==> src/rtl/ctrl_pkg.sv <==
// Shared types and encodings for the multi-cycle RV32I subset controller.
package ctrl_pkg;

    typedef enum logic [2:0] {
        ST_FETCH  = 3'd0,
        ST_DECODE = 3'd1,
        ST_EXEC   = 3'd2,
        ST_MEM    = 3'd3,
        ST_WB     = 3'd4,
        ST_TRAP   = 3'd5
    } state_t;

    typedef enum logic [2:0] {
        CLS_NONE = 3'd0,
        CLS_ADD  = 3'd1,
        CLS_ADDI = 3'd2,
        CLS_LW   = 3'd3,
        CLS_SW   = 3'd4,
        CLS_JAL  = 3'd5
    } instr_class_t;

    localparam logic [6:0] OP_OP    = 7'b0110011;
    localparam logic [6:0] OP_IMM   = 7'b0010011;
    localparam logic [6:0] OP_LOAD  = 7'b0000011;
    localparam logic [6:0] OP_STORE = 7'b0100011;
    localparam logic [6:0] OP_JAL   = 7'b1101111;

    localparam logic [2:0] F3_ADD  = 3'b000;
    localparam logic [2:0] F3_WORD = 3'b010;
    localparam logic [6:0] F7_ADD  = 7'b0000000;

    localparam logic [1:0] WB_MDR = 2'b00;
    localparam logic [1:0] WB_ALU = 2'b01;
    localparam logic [1:0] WB_PC4 = 2'b10;

    localparam logic [1:0] ALU_ADD = 2'b00;

    localparam logic [1:0] CAUSE_NONE        = 2'b00;
    localparam logic [1:0] CAUSE_ILLEGAL     = 2'b01;
    localparam logic [1:0] CAUSE_MEM_TIMEOUT = 2'b10;

endpackage

==> src/rtl/instr_classifier.sv <==
// Combinational decode of {opcode, funct3, funct7} into an instruction class.
module instr_classifier
    import ctrl_pkg::*;
(
    input  logic [6:0]   opcode,
    input  logic [2:0]   funct3,
    input  logic [6:0]   funct7,
    output instr_class_t cls,
    output logic         legal
);

    // Match the supported encodings; anything else is reported as illegal.
    always_comb begin
        cls   = CLS_NONE;
        legal = 1'b0;
        case (opcode)
            OP_OP: begin
                if ((funct3 == F3_ADD) && (funct7 == F7_ADD)) begin
                    cls   = CLS_ADD;
                    legal = 1'b1;
                end else begin
                    cls   = CLS_NONE;
                    legal = 1'b0;
                end
            end
            OP_IMM: begin
                if (funct3 == F3_ADD) begin
                    cls   = CLS_ADDI;
                    legal = 1'b1;
                end else begin
                    cls   = CLS_NONE;
                    legal = 1'b0;
                end
            end
            OP_LOAD: begin
                if (funct3 == F3_WORD) begin
                    cls   = CLS_LW;
                    legal = 1'b1;
                end else begin
                    cls   = CLS_NONE;
                    legal = 1'b0;
                end
            end
            OP_STORE: begin
                if (funct3 == F3_WORD) begin
                    cls   = CLS_SW;
                    legal = 1'b1;
                end else begin
                    cls   = CLS_NONE;
                    legal = 1'b0;
                end
            end
            OP_JAL: begin
                cls   = CLS_JAL;
                legal = 1'b1;
            end
            default: begin
                cls   = CLS_NONE;
                legal = 1'b0;
            end
        endcase
    end

endmodule

==> src/rtl/multicycle_ctrl.sv <==
// Multi-cycle sequencer for the add/addi/lw/sw/jal datapath with a shared
// memory port, memory-timeout and illegal-instruction traps.
module multicycle_ctrl
    import ctrl_pkg::*;
#(
    parameter int unsigned MEM_TIMEOUT = 16,
    parameter int unsigned CNT_W       = 32
) (
    input  logic             clk,
    input  logic             rst,
    input  logic [6:0]       instr_opcode,
    input  logic [2:0]       instr_funct3,
    input  logic [6:0]       instr_funct7,
    input  logic             mem_ready,
    output logic             mem_req,
    output logic             mem_we,
    output logic             mem_addr_sel,
    output logic             ir_write,
    output logic             mdr_write,
    output logic             pc_write,
    output logic             pc_src,
    output logic             reg_write,
    output logic [1:0]       wb_sel,
    output logic             alu_src_a,
    output logic             alu_src_b,
    output logic [1:0]       alu_op,
    output logic [2:0]       state_o,
    output logic             trap,
    output logic [1:0]       trap_cause,
    output logic [CNT_W-1:0] instr_count
);

    // Counter value on the last permitted wait cycle.
    localparam logic [7:0] WAIT_LAST = 8'(MEM_TIMEOUT - 1);

    state_t           state_r;
    instr_class_t     cls_r;
    logic [7:0]       wait_r;
    logic             trap_r;
    logic [1:0]       cause_r;
    logic [CNT_W-1:0] count_r;

    instr_class_t dec_cls_s;
    logic         dec_legal_s;
    logic         timeout_s;

    logic       mem_req_s, mem_we_s, mem_addr_sel_s, ir_write_s, mdr_write_s;
    logic       pc_write_s, pc_src_s, reg_write_s, alu_src_a_s, alu_src_b_s;
    logic [1:0] wb_sel_s, alu_op_s;

    instr_classifier u_classifier (
        .opcode (instr_opcode),
        .funct3 (instr_funct3),
        .funct7 (instr_funct7),
        .cls    (dec_cls_s),
        .legal  (dec_legal_s)
    );

    // A late mem_ready on the final permitted cycle still completes the access.
    assign timeout_s = (wait_r == WAIT_LAST) && !mem_ready;

    // Sequencer state, latched class, wait counter and sticky trap record.
    always_ff @(posedge clk) begin
        if (rst) begin
            state_r <= ST_FETCH;
            cls_r   <= CLS_NONE;
            wait_r  <= 8'd0;
            trap_r  <= 1'b0;
            cause_r <= CAUSE_NONE;
        end else begin
            case (state_r)
                ST_FETCH: begin
                    if (mem_ready) begin
                        state_r <= ST_DECODE;
                    end else if (timeout_s) begin
                        state_r <= ST_TRAP;
                        trap_r  <= 1'b1;
                        cause_r <= CAUSE_MEM_TIMEOUT;
                    end else begin
                        wait_r <= wait_r + 8'd1;
                    end
                end
                ST_DECODE: begin
                    if (dec_legal_s) begin
                        cls_r   <= dec_cls_s;
                        state_r <= ST_EXEC;
                    end else begin
                        state_r <= ST_TRAP;
                        trap_r  <= 1'b1;
                        cause_r <= CAUSE_ILLEGAL;
                    end
                end
                ST_EXEC: begin
                    if ((cls_r == CLS_LW) || (cls_r == CLS_SW)) begin
                        state_r <= ST_MEM;
                        wait_r  <= 8'd0;
                    end else begin
                        state_r <= ST_WB;
                    end
                end
                ST_MEM: begin
                    if (mem_ready) begin
                        if (cls_r == CLS_SW) begin
                            state_r <= ST_FETCH;
                            wait_r  <= 8'd0;
                        end else begin
                            state_r <= ST_WB;
                        end
                    end else if (timeout_s) begin
                        state_r <= ST_TRAP;
                        trap_r  <= 1'b1;
                        cause_r <= CAUSE_MEM_TIMEOUT;
                    end else begin
                        wait_r <= wait_r + 8'd1;
                    end
                end
                ST_WB: begin
                    state_r <= ST_FETCH;
                    wait_r  <= 8'd0;
                end
                ST_TRAP: begin
                    state_r <= ST_TRAP;
                end
                default: begin
                    state_r <= ST_TRAP;
                    trap_r  <= 1'b1;
                    cause_r <= CAUSE_ILLEGAL;
                end
            endcase
        end
    end

    // Datapath controls decoded from state, latched class and mem_ready.
    always_comb begin
        mem_req_s      = 1'b0;
        mem_we_s       = 1'b0;
        mem_addr_sel_s = 1'b0;
        ir_write_s     = 1'b0;
        mdr_write_s    = 1'b0;
        pc_write_s     = 1'b0;
        pc_src_s       = 1'b0;
        reg_write_s    = 1'b0;
        wb_sel_s       = WB_MDR;
        alu_src_a_s    = 1'b0;
        alu_src_b_s    = 1'b0;
        alu_op_s       = ALU_ADD;
        case (state_r)
            ST_FETCH: begin
                mem_req_s  = 1'b1;
                ir_write_s = mem_ready;
            end
            ST_EXEC: begin
                case (cls_r)
                    CLS_ADD: begin
                        alu_src_a_s = 1'b0;
                        alu_src_b_s = 1'b0;
                    end
                    CLS_JAL: begin
                        alu_src_a_s = 1'b1;
                        alu_src_b_s = 1'b1;
                    end
                    default: begin
                        alu_src_a_s = 1'b0;
                        alu_src_b_s = 1'b1;
                    end
                endcase
            end
            ST_MEM: begin
                mem_req_s      = 1'b1;
                mem_addr_sel_s = 1'b1;
                mem_we_s       = (cls_r == CLS_SW);
                if (mem_ready) begin
                    if (cls_r == CLS_SW) begin
                        pc_write_s = 1'b1;
                    end else begin
                        mdr_write_s = 1'b1;
                    end
                end else begin
                    pc_write_s  = 1'b0;
                    mdr_write_s = 1'b0;
                end
            end
            ST_WB: begin
                reg_write_s = 1'b1;
                pc_write_s  = 1'b1;
                case (cls_r)
                    CLS_JAL: begin
                        wb_sel_s = WB_PC4;
                        pc_src_s = 1'b1;
                    end
                    CLS_LW: begin
                        wb_sel_s = WB_MDR;
                    end
                    default: begin
                        wb_sel_s = WB_ALU;
                    end
                endcase
            end
            default: begin
                mem_req_s = 1'b0;
            end
        endcase
    end

    // Retired-instruction counter: one step per PC update, wrapping.
    always_ff @(posedge clk) begin
        if (rst) begin
            count_r <= '0;
        end else if (pc_write_s) begin
            count_r <= count_r + {{(CNT_W-1){1'b0}}, 1'b1};
        end else begin
            count_r <= count_r;
        end
    end

    // Reset holds every control quiet so nothing is written in that cycle.
    assign mem_req      = mem_req_s      & ~rst;
    assign mem_we       = mem_we_s       & ~rst;
    assign mem_addr_sel = mem_addr_sel_s & ~rst;
    assign ir_write     = ir_write_s     & ~rst;
    assign mdr_write    = mdr_write_s    & ~rst;
    assign pc_write     = pc_write_s     & ~rst;
    assign pc_src       = pc_src_s       & ~rst;
    assign reg_write    = reg_write_s    & ~rst;
    assign wb_sel       = wb_sel_s       & {2{~rst}};
    assign alu_src_a    = alu_src_a_s    & ~rst;
    assign alu_src_b    = alu_src_b_s    & ~rst;
    assign alu_op       = alu_op_s       & {2{~rst}};
    assign trap         = trap_r         & ~rst;
    assign trap_cause   = cause_r        & {2{~rst}};
    assign state_o      = state_r;
    assign instr_count  = count_r;

endmodule

==> config.mk <==
export PLATFORM = sky130hd
export DESIGN_NAME = multicycle_ctrl
export DESIGN_NICKNAME = d
export VERILOG_FILES = /design/src/rtl/ctrl_pkg.sv /design/src/rtl/instr_classifier.sv /design/src/rtl/multicycle_ctrl.sv
export SDC_FILE = /design/constraint.sdc
export NUM_CORES = 1
export LEC_CHECK = 0
export ABC_CLOCK_PERIOD_IN_PS = 3500
export CORE_ASPECT_RATIO = 1.4
export CORE_MARGIN = 8
export CORE_UTILIZATION = 48
export CTS_CLUSTER_DIAMETER = 150
export DETAILED_ROUTE_END_ITERATION = 12
export HOLD_SLACK_MARGIN = 0.1
export PLACE_DENSITY = 0.8
export SYNTH_ARGS = -nofsm -noshare
export SYNTH_HDL_FRONTEND = slang
export SYNTH_SLANG_ARGS = --single-unit
==> constraint.sdc <==
create_clock -name clk -period 3.5 [get_ports clk]
set_input_delay 0.525 -clock clk [delete_from_list [all_inputs] [get_ports clk]]
set_output_delay 0.525 -clock clk [all_outputs]
set_load 0.005 [all_outputs]
After elaboration in Yosys (flattened, before gate mapping)
Cells that the tools add are included.
- reduce and logical (&&, ||, !) cells: 14
- multiplexer cells: 48
- bitwise logic cells: 15
- $add $sub $neg: 2
- eq/ne operators: 22
- operators by type and width (cell ; number):
    $mux 8 ; 5
    $add 32x1->32 const B ; 1
    $pmux 8 s4 ; 1
    $pmux 3 s5 ; 2
    $mux 1 ; 22
    $mux 3 ; 7
    $eq 7x6->1 const B ; 2
    $eq 3x2->1 const B ; 4
    $eq 3x3->1 const B ; 4
    $mux 2 ; 6
    $and 1x1->1 ; 11
    $add 8x1->8 const B ; 1
    $eq 8x4->1 const B ; 1
    $ne 2x2->1 const B ; 4
    $reduce_and 4->1 ; 2
    $eq 7x2->1 const B ; 1
    $eq 7x5->1 const B ; 1
    $eq 7x7->1 const B ; 1
    $logic_not 7->1 ; 1
    $eq 3x1->1 const B ; 2
    $logic_not 3->1 ; 2
    $pmux 2 s3 ; 1
    $and 2x2->2 ; 2
    $pmux 1 s4 ; 1
    other kinds (13) ; 16
- output and inout bits: 52
- bits in registers: 49

Longest topological paths before layout
Gate-level depths: netlist (run 1).
- depth in word-level cells: 6
- mapped depth: 10

Modules after synthesis
A second synthesis (run 1) with hierarchy kept.
- cells, all modules: 337
- area, all modules: 2812.7 um^2
- by module, submodules not included (module ; sequential area each (um^2) ; times used ; cells an instance ; area each (um^2)):
    multicycle_ctrl ; 980.9 ; 1 ; 318 ; 2683.8
    instr_classifier ; 0.0 ; 1 ; 19 ; 128.9

Worst setup path after synthesis (run 1)
Ideal clock, no wire load.
- path kind: register -> register
- start point: register state_r[2], in the netlist state_o[2]
- end point: register count_r[31], in the netlist instr_count[31]
- clock period less this slack: 2.515 ns
- stages on the path, launching flop included: 10
- slack: 0.985 ns
- arrival time: 2.446 ns
- path buffers: 4
- required time: 3.430 ns
- path through: dfxtp_1 buf_6 or3b_2 buf_4 o31a_1 buf_6 or4b_4 buf_6 or3_1 a21oi_1
- longest elaborated chain between the ends: 2
- elaborated cells between the ends (all ways): 3
- those cells by class: eq/ne: 2; mux: 1
- RTL lines (item ; RTL line ; source):
    start: declaration ; multicycle_ctrl.sv:36 ; state_t state_r;
    start signal: assignment ; multicycle_ctrl.sv:65 ; state_r <= ST_FETCH;
    start signal: assignment ; multicycle_ctrl.sv:74 ; state_r <= ST_DECODE;
    start signal: assignment ; multicycle_ctrl.sv:76 ; state_r <= ST_TRAP;
    $eq 3x3->1 or $eq 3x2->1 (tied branches) ; multicycle_ctrl.sv:147 ; case (state_r)
    $pmux 1 s2 (*) ; multicycle_ctrl.sv:147 ;
    end signal: assignment ; multicycle_ctrl.sv:210 ; count_r <= count_r + {{(CNT_W-1){1'b0}}, 1'b1};
    end signal: assignment ; multicycle_ctrl.sv:212 ; count_r <= count_r;
    end: declaration ; multicycle_ctrl.sv:41 ; logic [CNT_W-1:0] count_r;
Every way passes the cells marked *; elsewhere a longest branch is shown, timed or not.
A chain may end at the register's enable or synchronous reset.

Final worst setup path (run 1)
- start point: input mem_ready
- end point: output pc_write
- longest elaborated chain between the ends: 3
- RTL lines (item ; RTL line ; source):
    start: declaration ; multicycle_ctrl.sv:14 ; input logic mem_ready,
    $mux 1 ; multicycle_ctrl.sv:172 ; if (mem_ready) begin
    $pmux 1 s2 ; multicycle_ctrl.sv:147 ;
    $and 1x1->1 ; multicycle_ctrl.sv:222 ; assign pc_write = pc_write_s & ~rst;
    end: declaration ; multicycle_ctrl.sv:20 ; output logic pc_write,
No other way between the ends.

==> results_dict.tcl, run 1 <==
set metrics [dict create \
    mostFrequentLayoutCells "sky130_fd_sc_hd__clkdlybuf4s50_1, sky130_fd_sc_hd__nor2_1, sky130_fd_sc_hd__dfxtp_1" \
    clockBufferDepth 2 \
    fin_nets 408 \
    drv_slew 0 \
    critical_path.max_stage_delay_ps 580 \
    post_cts_setup_repair_buffer_count 0 \
    fp.dieArea_sq_mm 0.00808 \
    final_layout_size_suffix_gt1_share_pct 7.24 \
    effective_utilization_at_floorplan_pct 50.1 \
    die_h_microns 103 \
    horiz_die_dim_microns 78.3 \
    multiInputGateArea_sq_mm 0.00148 \
    highest_clock_frequency_the_design_can_meet_mhz 349 \
    cap_violations 0 \
    area_growth_pct 29.9 \
    starting_drt_drc_count 98 \
    postSynthRegisterBits 49 \
    globalplace.congestion 0.924 \
    grt_pass1_vias 2307 \
    setup_viol_count_final 0 \
    swShare_pct 26.5 \
    tritoncts "done" \
    worstSetupEndpointType "primary output" \
    power.sequential.fraction_pct 54.5 \
    min_path_type "flop to flop" \
    tightest_slew_ps 757 \
    groute.layer.met2.usage_pct 28.6 \
    totalWireLength_mm 6.29 \
    final_min_period_over_clock_period_pct 81.8 \
    count_of_clock_tree_sinks 49 \
    postCtsResizedCells 0 \
    hpwl_after_detailed_placement_mm 4.85 \
    synth.yosys.seq_area_share_pct 37.6 \
    syn-mean-instance-area_sq_um 8.14 \
    routed_wire_length_per_instance_microns 13.9 \
    grt.busiest_layer "met2" \
    tritoncts.num_buffers 5 \
    vdd_drop_max_uv 271 \
    syn_inst 320 \
    drt_first_pass_iters 4 \
    crit_path_max_fanout 9 \
    sequential_cell_area_sq_um 981 \
    critical-path-slowest-cell "sky130_fd_sc_hd__clkdlybuf4s50_1" \
    run_status "complete, no violations" \
    leading_cell_type_in_the_layout_fill_and_taps_excluded "sky130_fd_sc_hd__clkdlybuf4s50_1" \
    boundaryPins 72 \
    worst_setup_path_start_kind "primary input" \
    skew_pair_late_insertion_delay_ps 310 \
    clk_skew_ps 10.5 \
    final.min_clock_period_ps 2860 \
    synth_enable_flop_cells 0 \
    synthArstFlopShare_pct 0 \
    mappedNetlistArea_sq_mm 0.00261 \
    num_rows 31 \
    antenna_cells 0 \
    layout.cells.non_filler 453 \
    crit_type "primary input to primary output" \
    pwr-share-comb_pct 14.4 \
    final_antenna_net_count 0 \
    worst-endpoint-required_ps 2970 \
    grtUsageMet1_pct 17.5 \
    yosys_most_used_dff "sky130_fd_sc_hd__dfxtp_1" \
    setup_tns_ps 0 \
    synth-warning-count 0 \
    h-tree-depth 2 \
    clock_tree.root_cell "sky130_fd_sc_hd__clkbuf_8" \
    cts_hold_buf 0 \
    clkTransAtPathRegs_ps 80 \
    internal_power_mw 0.794 \
    portBuffers 69 \
    vias 2436 \
    first_pass_grt_wire_length_mm 10.6 \
    avg_vias_per_cell 5.38 \
    fill_cells 494 \
    timing.critical_path.arrival_ps 2340 \
    place_inst 445 \
    maximum_number_of_pins_on_one_net_before_global_route_repair 27 \
    share_clk_of_total_power_pct 31.1 \
    grt_overflow_total 0 \
    grt.total_usage_pct 15.8 \
    yosysUniqueCellTypes 53 \
    rsz_0062_raised_after_global_routing "no" \
    cp_cell_sequence "clkdlybuf4s50_1 -> nand2b_1 -> o31a_1 -> nor2_1 -> clkdlybuf4s50_1" \
    core_area_sq_mm 0.00520 \
    total_leakage_power_nw 1.18 \
    grtUsageMet3_pct 4.07 \
    critical-path-top-cell-by-count "sky130_fd_sc_hd__clkdlybuf4s50_1" \
    power.switching_mw 0.286 \
    power_per_cell_area_mw_per_mm2 319 \
    utilization_pct 65.1 \
    slew_headroom_pct 49.5 \
    hold_viol 0 \
    antenna_violations_before_repair 0 \
    drc_errors 0 \
]
-- Yosys cell counts, drive strengths merged (6+ instances only) --
library cell | instances | share of area [%]
inv | 10 | 1.4
and4 | 6 | 2.1
xor2 | 18 | 6.0
nand4 | 9 | 2.2
nor2 | 52 | 7.5
nand2 | 21 | 3.0
o21ai | 15 | 2.9
buf | 8 | 2.9
nand3 | 14 | 2.7
dfxtp | 49 | 38
clkbuf | 8 | 1.6
or3 | 7 | 1.9
a21oi | 16 | 3.1
and3 | 8 | 1.9
nor3 | 12 | 2.3
xnor2 | 15 | 5.0
-- routing by layer --
metal  up-vias  part of all wire [%]
met2        52                    51
met5         -                     0
met3         9                   5.4
met4         0                   1.4
li1       1245                     -
met1      1130                    42
-- registers in the layout (all words and copies together) (netlist names) --
name,count
trap_r,1
cls_r,3
state_o,3
wait_r,8
cause_r,2
instr_count,32
-- cell type report --
type                            instances  share of cell area (%)
Sequential cell                        49                    29.0
Timing Repair Buffer                   74                    21.4
Clock buffer                            6                    2.14
Inverter                               10                    1.11
Clock inverter                          2                   0.407
Multi-Input combinational cell        246                    43.6
Tap cell                               66                    2.44
-- final timing paths --
path / slack, ps / to / depth (start not counted) / startpoint
setup / recovery: 640 / pc_write / 5 / mem_ready
setup reg to reg: 780 / instr_count[21]$_SDFFE_PP0P_ / 5 / state_o[1]$_SDFF_PP0_
hold / removal: 460 / trap_r$_SDFFE_PP0P_ / 2 / trap_r$_SDFFE_PP0P_
hold reg to reg: 460 / trap_r$_SDFFE_PP0P_ / 2 / trap_r$_SDFFE_PP0P_
-- worst max-delay path: cells and delay by family --
family / cells / cell delay (ps)
and+or+nand+nor: 2 / 330
AOI/OAI and AO/OA: 1 / 380
buffers and inverters: 2 / 1100
-- kinds of logic after synthesis --
logic type / share of synthesized area (%)
AO/OA/AOI/OAI: 11.0
XOR/XNOR: 11.1
adder cells (fa/ha/maj): 0.960
buffers and inverters: 5.90
flip-flops: 37.6
multiplexers: 0.816
other: 0.144
AND/OR/NAND/NOR: 32.5
-- power by group through the flow --
stage                     sequential, mW  clock [mW]  combinational [mW]
after CTS                          0.588       0.344               0.156
after global placement             0.601           0               0.153
after floorplan                    0.596           0               0.100
after detailed placement           0.602           0               0.155
after global routing               0.592       0.361               0.172
final                              0.589       0.336               0.155
-- per-stage QoR --
step / power [mW] / hold slack (ps) / cell area (sq um) / setup WS (ps)
after detailed placement: 0.757 / 451 / 3300 / 472
after floorplan: 0.696 / 432 / 2610 / 985
after global placement: 0.754 / 445 / 3300 / 550
after CTS: 1.09 / 464 / 3390 / 629
after global routing: 1.12 / 485 / 3390 / 472
final: 1.08 / 459 / 3390 / 639
No activity file was read; power rests on OpenSTA's default activity.
==> inputs of run 2 (changes only) <==
Settings changed: ABC_CLOCK_PERIOD_IN_PS 3500 to 2400, CORE_UTILIZATION 48 to 43, PLACE_DENSITY 0.8 to 0.76.
Clock period 3.5 ns to 2.4 ns, I/O delays scaled along.
==> results_dict.tcl, run 2 (synthesized netlist as in run 1, its figures left out) <==
set metrics [dict create \
    mostFrequentLayoutCells "sky130_fd_sc_hd__clkdlybuf4s50_1, sky130_fd_sc_hd__nor2_1, sky130_fd_sc_hd__dfxtp_1" \
    effective_utilization_at_floorplan_pct 44.5 \
    post_cts_setup_repair_buffer_count 0 \
    clk_skew_ps 6.87 \
    worstSetupEndpointType "primary output" \
    skew_pair_late_insertion_delay_ps 300 \
    final.min_clock_period_ps 2280 \
    rsz_0062_raised_after_global_routing "no" \
    globalplace.congestion 0.904 \
    pre_cts_slack_ps -128 \
    clockBufferDepth 2 \
    hold_path.startpoint "trap_r$_SDFFE_PP0P_" \
    cap_violations 0 \
    totalWireLength_mm 6.77 \
    num_rows 33 \
    timing.critical_path.arrival_ps 1920 \
    count_of_clock_tree_sinks 49 \
    starting_drt_drc_count 143 \
    leading_cell_type_in_the_layout_fill_and_taps_excluded "sky130_fd_sc_hd__clkdlybuf4s50_1" \
    hold_viol 0 \
    grt_overflow_total 0 \
    utilization_pct 60.8 \
    largest_register_ff_count 32 \
    reg2reg_to "instr_count[21]$_SDFFE_PP0P_" \
    antenna_cells 0 \
    area_growth_pct 36.9 \
    drv_slew 0 \
    final.setup.worst_slack_ps 117 \
    run_status "complete, no violations" \
    fp.dieArea_sq_mm 0.00884 \
    routed_wire_length_per_instance_microns 14.2 \
    portBuffers 69 \
    boundaryPins 72 \
    final_antenna_net_count 0 \
    timing.hold.ws_ps 466 \
    first_pass_grt_wire_length_mm 11.2 \
    worstHoldEndpoint "trap_r$_SDFFE_PP0P_" \
    r2r_start "cls_r[0]$_SDFFE_PP0P_" \
    worst_setup_path_start_kind "flop" \
    final_cell_area_sq_mm 0.00357 \
    die_h_microns 108 \
    vdd_drop_max_uv 234 \
    multiInputGateArea_sq_mm 0.00148 \
    drt_first_pass_iters 4 \
    vias 2547 \
    postCtsResizedCells 1 \
    worstHoldPathCells 2 \
    final_layout_size_suffix_gt1_share_pct 12.8 \
    p_total_mw 1.62 \
    clkTransAtPathRegs_ps 90 \
    grt.total_usage_pct 15.5 \
    worst-endpoint-required_ps 2040 \
    tritoncts "done" \
    drc_errors 0 \
    grt_pass1_vias 2528 \
    tightest_slew_ps 751 \
    sequential_cell_area_sq_um 985 \
    timing.reg2reg.setup_slack_ps 130 \
    placed_area_sq_mm 0.00347 \
    avg_vias_per_cell 5.34 \
    core_area_sq_mm 0.00586 \
    total_leakage_power_nw 1.29 \
    final_min_period_over_clock_period_pct 95.1 \
    power_per_cell_area_mw_per_mm2 454 \
    tritoncts.num_buffers 5 \
    hpwl_after_detailed_placement_mm 5.26 \
    fin_nets 428 \
    h-tree-depth 2 \
    maximum_number_of_pins_on_one_net_before_global_route_repair 50 \
    worst_r2r_path_depth 5 \
    clock_tree.root_cell "sky130_fd_sc_hd__clkbuf_8" \
    highest_clock_frequency_the_design_can_meet_mhz 438 \
    fill_cells 525 \
    crit_type "flop to primary output" \
    antenna_violations_before_repair 0 \
    cts_hold_buf 0 \
    crit_path_max_fanout 9 \
    slew_headroom_pct 50.0 \
    min_path_type "flop to flop" \
    setup_viol_count_final 0 \
    horiz_die_dim_microns 81.8 \
]
==> run 2: cell types whose count changed in the layout (fill, tap and decap cells not counted), moves of 2 or more <==
cell	before	now
sky130_fd_sc_hd__clkinvlp_4	0	2
sky130_fd_sc_hd__buf_4	5	24
sky130_fd_sc_hd__dfxtp_1	49	46
sky130_fd_sc_hd__dfxtp_2	0	3
==> run 2: metal layers <==
| metal | vias up | GRT usage [%] | routed length [microns] |
|---|---|---|---|
| met5 | - | 0 | 0 |
| met1 | 1196 | 16.6 | 2730 |
| met3 | 6 | 2.66 | 406 |
| li1 | 1285 | - | - |
| met4 | 0 | 6.17 | 88 |
| met2 | 60 | 28.7 | 3540 |
==> run 2: worst max path at each step <==
stage	start	end	slack, ps	depth (start not counted)
after global routing	state_o[2]$_SDFF_PP0_	mem_req	40	4
after global placement	mem_ready	instr_count[15]$_SDFFE_PP0P_	-100	6
after floorplan	cls_r[2]$_SDFFE_PP0P_	instr_count[31]$_SDFFE_PP0P_	20	8
after CTS	state_o[2]$_SDFF_PP0_	alu_src_b	100	4
after detailed placement	mem_ready	instr_count[25]$_SDFFE_PP0P_	-130	6
final	state_o[2]$_SDFF_PP0_	mem_we	120	4
==> run 2: cell type report <==
class                           instances  share of cell area, %
Clock buffer                            5                   1.93
Clock inverter                          3                  0.737
Inverter                               10                   1.05
Multi-Input combinational cell        246                   41.4
Sequential cell                        49                   27.6
Tap cell                               70                   2.46
Timing Repair Buffer                   94                   24.8
==> run 2: report_power, final <==
part | total, mW | switching, mW | leakage [nW] | internal [mW]
Sequential | 0.854 | 0.0190 | 0.397 | 0.835
Clock | 0.508 | 0.295 | 0.0423 | 0.212
Combinational | 0.256 | 0.124 | 0.849 | 0.132
==> run 2: critical path, cell delays in order, from the launching register on <==
cell and delay [ps]:
sky130_fd_sc_hd__dfxtp_2 330, sky130_fd_sc_hd__buf_4 160, sky130_fd_sc_hd__or2_2 370, sky130_fd_sc_hd__nor3_1 220, sky130_fd_sc_hd__clkdlybuf4s50_1 540
==> run 2: metrics by stage <==
| step | setup TNS, ps | instances |
|---|---|---|
| 6_report | 0 | 477 |
| 5_1_grt | 0 | 477 |
| 4_1_cts | 0 | 477 |
| 3_5_place_dp | -548 | 469 |
| 3_3_place_gp | -374 | 469 |
| 2_1_floorplan | 0 | 321 |
==> inputs of run 3 (changes only) <==
Settings changed: ABC_AREA from default to 1, CAP_MARGIN from default to 5, CORE_UTILIZATION 43 to 46, PLACE_DENSITY 0.76 to 0.77.
==> results_dict.tcl, run 3 <==
set metrics [dict create \
    run_status "complete, no violations" \
    clk_skew_ps 6.37 \
    setup_tns_ps 0 \
    avg_vias_per_cell 5.07 \
    rsz_0062_raised_after_global_routing "yes" \
    fin_nets 628 \
    horiz_die_dim_microns 86.3 \
    routed_wire_length_per_instance_microns 13.0 \
    fill_cells 698 \
    slew_headroom_pct 63.5 \
    worstHoldPathCells 2 \
    cap_violations 0 \
    synth.yosys.seq_area_share_pct 30.8 \
    total_leakage_power_nw 1.63 \
    synthDominantAreaCellType "sky130_fd_sc_hd__dfxtp_1" \
    post_synth_most_frequent_cells "sky130_fd_sc_hd__nand2_1, sky130_fd_sc_hd__nor2_1, sky130_fd_sc_hd__inv_1, sky130_fd_sc_hd__dfxtp_1, sky130_fd_sc_hd__nand3_1" \
    final_layout_size_suffix_gt1_share_pct 6.26 \
    die_h_microns 114 \
    final_antenna_net_count 0 \
    grt_pass1_vias 3507 \
    final.min_clock_period_ps 2280 \
    clkTransAtPathRegs_ps 90 \
    synth_enable_flop_cells 0 \
    synth.top_cells.by_area "sky130_fd_sc_hd__dfxtp_1, sky130_fd_sc_hd__nand2_1, sky130_fd_sc_hd__nor2_1, sky130_fd_sc_hd__inv_1, sky130_fd_sc_hd__nand3_1" \
    yosysUniqueCellTypes 33 \
    min_path_type "flop to flop" \
    antenna_violations_before_repair 0 \
    area_growth_pct 27.6 \
    drt_first_pass_iters 7 \
    core_area_sq_mm 0.00685 \
    tightest_slew_ps 543 \
    clock_tree.root_cell "sky130_fd_sc_hd__clkbuf_8" \
    portBuffers 69 \
    effective_utilization_at_floorplan_pct 46.5 \
    setup.worst_path.start "rst" \
    clockBufferDepth 2 \
    fp.dieArea_sq_mm 0.00988 \
    skew_pair_late_insertion_delay_ps 300 \
    starting_drt_drc_count 225 \
    hold_path.startpoint "trap_r$_SDFFE_PP0P_" \
    drv_slew 0 \
    maximum_number_of_pins_on_one_net_before_global_route_repair 21 \
    grt.busiest_layer "met2" \
    totalWireLength_mm 9.15 \
    worst_r2r_path_depth 8 \
    grtUsageMet3_pct 4.31 \
    vias 3561 \
    highest_clock_frequency_the_design_can_meet_mhz 438 \
    largest_register_ff_count 32 \
    grt.total_usage_pct 18.8 \
    num_rows 36 \
    groute.layer.met2.usage_pct 36.2 \
    boundaryPins 72 \
    postSynthRegisterBits 49 \
    worst_setup_path_start_kind "primary input" \
    yosys_most_used_dff "sky130_fd_sc_hd__dfxtp_1" \
    placed_area_sq_mm 0.00397 \
    r2r_start "cls_r[0]$_SDFFE_PP0P_" \
    leading_cell_type_in_the_layout_fill_and_taps_excluded "sky130_fd_sc_hd__nand2_1" \
    worstSetupEndpointType "primary output" \
    final_min_period_over_clock_period_pct 95.1 \
    hpwl_after_detailed_placement_mm 7.22 \
    final_cell_area_sq_mm 0.00406 \
    crit_path_max_fanout 6 \
    tritoncts "done" \
    mappedNetlistArea_sq_mm 0.00318 \
    mostFrequentLayoutCells "sky130_fd_sc_hd__nand2_1, sky130_fd_sc_hd__nor2_1, sky130_fd_sc_hd__inv_1" \
    syn-mean-instance-area_sq_um 5.96 \
    worst-endpoint-required_ps 2040 \
    globalplace.congestion 0.863 \
    p_total_mw 1.71 \
    drc_errors 0 \
    power_per_cell_area_mw_per_mm2 420 \
    crit_type "primary input to primary output" \
    hold_viol 0 \
    yosysTopAreaCellShare_pct 30.8 \
    vdd_drop_max_uv 226 \
    count_of_clock_tree_sinks 49 \
    grtUsageMet1_pct 18.2 \
    tritoncts.num_buffers 5 \
    timing.hold.ws_ps 465 \
    first_pass_grt_wire_length_mm 15.4 \
    h-tree-depth 2 \
    syn_inst 534 \
    synthArstFlopShare_pct 0 \
    setup_viol_count_final 0 \
    synth-warning-count 0 \
    antenna_cells 0 \
    synthMostInstantiatedCell "sky130_fd_sc_hd__nand2_1" \
    grt_overflow_total 0 \
    timing.critical_path.arrival_ps 1920 \
]
-- run 3: cell count changes after synthesis, moves of 12 or more --
cell,delta
sky130_fd_sc_hd__nand2_1,+133
sky130_fd_sc_hd__inv_1,+60
sky130_fd_sc_hd__nor2_1,+33
sky130_fd_sc_hd__nand3_1,+23
sky130_fd_sc_hd__a21oi_1,+18
sky130_fd_sc_hd__xor2_1,-13
sky130_fd_sc_hd__xnor2_1,-12
-- run 3: stage by stage --
stage / setup slack, ps / cells / utilization, %
floorplan: 835 / 535 / -
global placement: 202 / 694 / 58.0
CTS: 42.1 / 702 / 59.2
detailed placement: 174 / 694 / 58.0
finish: 118 / 702 / 59.4
global route: -38.1 / 702 / 59.4
-- run 3: kinds of logic after synthesis --
kind of cell,synth area share (%)
AOI/OAI and AO/OA,9.63
xor gates and xnor gates,2.20
adders and majority gates,0.786
buffers and inverters,11.2
DFF,30.8
other,0.118
and+or+nand+nor,45.3
-- run 3: critical path, cell delays in order --
cell                              delay [ps]
sky130_fd_sc_hd__clkdlybuf4s50_1         580
sky130_fd_sc_hd__buf_4                   240
sky130_fd_sc_hd__nor3_1                  210
sky130_fd_sc_hd__clkdlybuf4s50_1         540
-- run 3: layout make-up --
cell class | instances | area (sq um) | area share (%)
Inverter | 74 | 278 | 6.83
Clock buffer | 8 | 80.1 | 1.97
Sequential cell | 49 | 982 | 24.2
Multi-Input combinational cell | 400 | 1860 | 45.8
Timing Repair Buffer | 76 | 743 | 18.3
Tap cell | 95 | 119 | 2.92
-- run 3: timing repair --
action / 4_1_cts / 5_1_grt
setup buffers: 0 / 0
resized for setup: 0 / 4
setup endpoints to repair: 0 / 9
hold buffers: 0 / 0
-- run 3: report_power, final --
part,switching (mW),internal (mW),leakage [nW]
Sequential,0.0300,0.847,0.397
Combinational,0.197,0.152,1.19
Clock,0.274,0.208,0.0395
-- run 3: worst paths after layout --
kind / end / slack (ps)
worst min register to register: trap_r$_SDFFE_PP0P_ / 470
worst max-delay path: mem_we / 120
worst min-delay path: trap_r$_SDFFE_PP0P_ / 470
worst max register to register: instr_count[20]$_SDFFE_PP0P_ / 450
-- run 3: layer usage --
layer	part of all wire (%)	wire, microns
met2	53	4890
met5	0	0
met1	38	3490
met3	5.7	524
met4	2.7	247
